## config.mk

```make
export PLATFORM = sky130hd
export DESIGN_NAME = number_respawn_scheduler
export DESIGN_NICKNAME = d
export VERILOG_FILES = /design/src/rtl/number_respawn_scheduler.sv
export SDC_FILE = /design/constraint.sdc
export NUM_CORES = 1
export LEC_CHECK = 0
export CAP_MARGIN = 20
export CORE_UTILIZATION = 57
export DETAILED_ROUTE_END_ITERATION = 16
export GPL_ROUTABILITY_DRIVEN = 0
export PLACE_DENSITY = 0.79
export SLEW_MARGIN = 5
export SYNTH_ARGS = -nofsm -noshare
export SYNTH_HDL_FRONTEND = slang
export SYNTH_SLANG_ARGS = --single-unit
```

## constraint.sdc

```tcl
create_clock -name clk -period 2.2 [get_ports clk]
set_clock_uncertainty 0.05 [all_clocks]
set_input_delay 0.22 -clock clk [delete_from_list [all_inputs] [get_ports clk]]
set_output_delay 0.22 -clock clk [all_outputs]
set_load 0.1 [all_outputs]
```

## src/rtl/number_respawn_scheduler.sv

```systemverilog
// number_respawn_scheduler: hides hit digit slots for HIDE_FRAMES frames, respawns them
// with a pseudo-random digit 0..9 and queues collected digits to the score logic.
// Ports:
//   clk, reset            system clock, synchronous active-high reset
//   startOfFrame          1-cycle pulse per video frame
//   freeze                pause: hidden timers hold, hits ignored
//   singleHit[N]          per-slot hit pulse
//   numbersToShow[N*4]    current digit per slot (slot i at bits 4i+3:4i)
//   showNum[N]            1 = slot drawn
//   scoreValid/Idx/Digit  collected-digit event, held until scoreReady
//   scoreReady            score logic accepts the event
// Optional: define NUMSCHED_HIT_COUNT_EN to add hitCount[15:0], a saturating count of accepted hits.
module number_respawn_scheduler #(
  parameter int NUMBERS = 3,
  parameter int HIDE_FRAMES = 450,
  parameter int TIMER_W = 9,
  parameter logic [7:0] LFSR_SEED = 8'hA5
) (
  input  logic clk,
  input  logic reset,
  input  logic startOfFrame,
  input  logic freeze,
  input  logic [NUMBERS-1:0] singleHit,
  output logic [NUMBERS*4-1:0] numbersToShow,
  output logic [NUMBERS-1:0] showNum,
  output logic scoreValid,
  output logic [1:0] scoreIdx,
  output logic [3:0] scoreDigit,
  input  logic scoreReady
`ifdef NUMSCHED_HIT_COUNT_EN
  ,
  output logic [15:0] hitCount
`endif
);
  typedef enum logic [1:0] {SHOW, HIDDEN, LOAD} state_t;
  state_t state [NUMBERS];
  state_t state_n [NUMBERS];
  logic [TIMER_W-1:0] timer [NUMBERS];
  logic [3:0] digit [NUMBERS];
  logic [3:0] pdig [NUMBERS];
  logic [NUMBERS-1:0] pend, hit, load, clr;
  logic [7:0] lfsr;
  logic [1:0] rr, gnt, j;
  logic tick, taken, accept;
  logic [3:0] new_digit;
  assign tick = startOfFrame & ~freeze;
  assign accept = scoreValid & scoreReady;
  // 10..15 fold onto 4..9 so every draw yields a decimal digit
  assign new_digit = lfsr[3:0] < 4'd10 ? lfsr[3:0] : lfsr[3:0] - 4'd6;
  assign clr = accept ? NUMBERS'(1) << scoreIdx : '0;
  always_comb begin
    taken = 1'b0;
    for (int i = 0; i < NUMBERS; i++) begin
      hit[i] = state[i] == SHOW && singleHit[i] && !freeze && !pend[i];
      // only the lowest-index LOAD slot draws from the LFSR this cycle
      load[i] = state[i] == LOAD && !taken;
      taken = taken | (state[i] == LOAD);
      state_n[i] = hit[i] ? HIDDEN :
                   (state[i] == HIDDEN && tick && timer[i] == TIMER_W'(1)) ? LOAD :
                   load[i] ? SHOW : state[i];
      showNum[i] = state[i] == SHOW;
      numbersToShow[4*i +: 4] = digit[i];
    end
  end
  // round-robin: scanning downward leaves the first set slot at or after rr in gnt
  always_comb begin
    gnt = '0;
    j = '0;
    for (int k = NUMBERS - 1; k >= 0; k--) begin
      j = 2'((int'(rr) + k) % NUMBERS);
      if (pend[j]) gnt = j;
    end
  end
  always_ff @(posedge clk) begin
    if (reset) begin
      for (int i = 0; i < NUMBERS; i++) begin
        state[i] <= SHOW;
        timer[i] <= '0;
        digit[i] <= 4'(i % 10);
        pdig[i] <= '0;
      end
      pend <= '0;
      scoreValid <= 1'b0;
      scoreIdx <= '0;
      scoreDigit <= '0;
      rr <= '0;
      lfsr <= LFSR_SEED;
    end else begin
      lfsr <= {lfsr[6:0], lfsr[7] ^ lfsr[5] ^ lfsr[4] ^ lfsr[3]};
      for (int i = 0; i < NUMBERS; i++) begin
        state[i] <= state_n[i];
        if (hit[i]) begin
          timer[i] <= TIMER_W'(HIDE_FRAMES);
          pdig[i] <= digit[i];
        end else if (state[i] == HIDDEN && tick) timer[i] <= timer[i] - 1'b1;
        if (load[i]) digit[i] <= new_digit;
      end
      // hits were qualified against the old pend, so an accepted slot cannot be re-hit this cycle
      pend <= (pend & ~clr) | hit;
      if (accept) begin
        scoreValid <= 1'b0;
        rr <= int'(scoreIdx) + 1 == NUMBERS ? 2'd0 : scoreIdx + 2'd1;
      end else if (!scoreValid && |pend) begin
        scoreValid <= 1'b1;
        scoreIdx <= gnt;
        scoreDigit <= pdig[gnt];
      end
    end
  end
`ifdef NUMSCHED_HIT_COUNT_EN
  logic [16:0] hc_sum;
  assign hc_sum = {1'b0, hitCount} + 17'($countones(hit));
  always_ff @(posedge clk) begin
    if (reset) hitCount <= '0;
    else hitCount <= hc_sum[16] ? 16'hFFFF : hc_sum[15:0];
  end
`endif
endmodule

```

==> flow_summary.yaml <==
run_status:
  status: "finished clean"
routing:
  drt-initial-drc-count: 154
  vias: 2493
  dr.pass1.iters: 4
  viasPerCell: 5.60
  drc_errors: 0
  wl_per_cell_um: 15.4
  wirelength_um: 6830
  ant_nets: 0
clock_tree:
  cts_tree: "built"
  cts_resized: 0
  insertion_delay_ns: 0.36
  cts.sinks: 77
  h-tree-depth: 3
  cts_setup_buffers: 0
  ctsHoldBuffers: 0
  clock_path_buffers: 2
  clk_pin_slew_ns: 0.08
  numCtsBuffers: 9
  cts_root_buffer: "clkbuf_8"
synthesis:
  yosysWarnings: 0
  synth_flop_cell: "edfxtp_1"
  ys_types: 40
  synthTopCellsByArea: "edfxtp_1 44%, dfxtp_1 15%, xnor2_1 3.7%, a21oi_1 3.7%, ha_1 3.2%"
  yosysTopAreaCellShare: 0.435
  synth-seq-cells: 77
  synthArstFlopShare: 0
  syn_area_um2: 3520
  synth_nets: 335
  synth_top_cell_by_area: "edfxtp_1"
  synth-edff-count: 51
  yosysSeqAreaShare: 0.583
  syn_inst: 318
  syn_area_per_cell_um2: 11.1
run:
  max_cap_violations: 0
global_route:
  grt_pass1_vias: 2346
  grt_overflow: 0
  grt_usage: 0.234
  grt_max_degree: 22
  grt_first_pass_wirelength_um: 11300
  antenna_found_initial: 0
timing:
  max_freq_mhz: 479
  max_slew_margin: 0.582
  drv_slew: 0
  period_needed_ns: 2.09
  finalHoldViolCount: 0
  tns_ns: 0
  rsz0062_at_grt: "false"
  finalCritPeriodShare: 0.950
  holdWs_ns: 0.370
  worstMarginPinSlew_ns: 0.625
  setup_viol: 0
floorplanning:
  die_area_um2: 6490
  initial_utilization: 0.591
  die_h_um: 80.6
  die_width_um: 80.6
  rows: 28
  core_um2: 5960
  ios: 30
layout:
  layout-drive-gt1-share: 0.168
  nets: 382
  mostFrequentLayoutCells: "51 x edfxtp_1, 36 x buf_4, 26 x nor2_1, 26 x a21oi_1, 26 x dfxtp_1"
  fillCellCount: 439
  mostFrequentLayoutCell: "edfxtp_1"
  regArea_um2: 2050
  antenna_cells: 0
  multiInputGateArea_um2: 1400
  syn_to_final_growth_pct: 17.9
power_and_ir_drop:
  p_per_area_nw_per_um2: 831
  leakage_nw: 1.60
  peakVddDrop_mv: 0.550
  clkPwrFrac: 0.310
  p_sw_mw: 1.04
  intPower_mw: 2.41
  pwr-share-seq: 0.509
  p_comb_frac: 0.181
  p_sw_frac: 0.301
placement:
  io_buffers: 29
  hpwl_um: 4890
worst_setup_path:
  worstSetupEndpointType: "flip-flop"
  path_class: "flip-flop to flip-flop"
  arrival_ns: 2.33
  critPathMaxFanout: 6
  start_kind: "flip-flop"
  cp.required_ns: 2.44
hold_path:
  hold_class: "flip-flop to flip-flop"
cell usage after synthesis, drive strengths merged (4+ instances only):
| library cell | number |
|---|---|
| clkbuf | 6 |
| and2 | 15 |
| ha | 9 |
| mux2i | 6 |
| nor2b | 10 |
| nand2 | 23 |
| nor4 | 5 |
| nand2b | 5 |
| a41oi | 4 |
| and3 | 4 |
| o21ai | 10 |
| xor2 | 7 |
| nor3 | 10 |
| nor3b | 9 |
| edfxtp | 51 |
| nand3 | 9 |
| dfxtp | 26 |
| or2 | 4 |
| inv | 12 |
| xnor2 | 15 |
| nor2 | 27 |
| a21oi | 26 |
| nor4b | 4 |
per-layer routing:
layer  global-route usage  routed length (µm)  up-vias  part of all wire
met3               0.0670                 318       13             0.047
met2                0.369                3210       56              0.47
li1                     -                   -     1237                 -
met4               0.0821                 121        0             0.018
met1                0.308                3180     1187              0.47
met5                    0                   0        -                 0
power by group through the flow:
stage               Clock [mW]  Sequential [mW]  Combinational (mW)
global placement             0             1.78               0.607
global route              1.14             1.77               0.675
floorplan                    0             1.91               0.330
finish                    1.07             1.76               0.624
CTS                       1.07             1.76               0.623
detailed placement           0             1.79               0.617
registers in the layout, summed over array words and instances, names as in the netlist:
name,flops
state,6
pdig,12
scoreIdx,2
timer,27
rr,2
lfsr,8
scoreDigit,4
scoreValid,1
pend,3
digit,12
per-stage QoR:
stage | area [µm²] | setup slack, ns | power [mW] | utilization | instances
CTS | 4150 | 0.118 | 3.45 | 0.697 | 445
detailed placement | 3950 | 0.0584 | 2.40 | 0.663 | 429
global placement | 3950 | 0.153 | 2.39 | 0.663 | 429
finish | 4150 | 0.111 | 3.45 | 0.697 | 445
global route | 4150 | 0.0378 | 3.59 | 0.697 | 445
floorplan | 3530 | 0.280 | 2.24 | - | 318
worst max-delay path: stages, from the launching register on:
cell and delay, ns:
dfxtp_1 0.37, inv_1 0.06, ha_1 0.34, nor4b_1 0.16, o31a_1 0.36, or4_4 0.53
o21ai_1 0.14
logic make-up (layout without fill, tap and decap cells):
kind of cell | count (synthesis) | after routing | share of synthesized area
muxes | 6 | 6 | 0.0171
buffers and inverters | 20 | 72 | 0.0213
adders and majority gates | 9 | 9 | 0.0320
DFF | 77 | 77 | 0.583
xor gates and xnor gates | 22 | 22 | 0.0547
and+or+nand+nor | 135 | 135 | 0.207
AOI/OAI and AO/OA | 49 | 49 | 0.0846
final cells by class:
| class | count | area share |
|---|---|---|
| Multi-Input combinational cell | 221 | 0.337 |
| Clock buffer | 9 | 0.0298 |
| Inverter | 12 | 0.0109 |
| Clock inverter | 7 | 0.0181 |
| Tap cell | 75 | 0.0226 |
| Sequential cell | 77 | 0.494 |
| Timing Repair Buffer | 44 | 0.0868 |
worst paths after layout:
path / from / end / slack (ns) / cells after the start
hold reg to reg: lfsr[6]$_SDFF_PP0_ / lfsr[7]$_SDFF_PP1_ / 0.37 / 1
setup / recovery: rr[0]$_SDFFE_PP0P_ / scoreDigit[0]$_SDFFE_PP0P_ / 0.11 / 6
setup reg to reg: rr[0]$_SDFFE_PP0P_ / scoreDigit[0]$_SDFFE_PP0P_ / 0.11 / 6
hold / removal: lfsr[6]$_SDFF_PP0_ / lfsr[7]$_SDFF_PP1_ / 0.37 / 1
No activity file was read; power rests on OpenSTA's default activity.
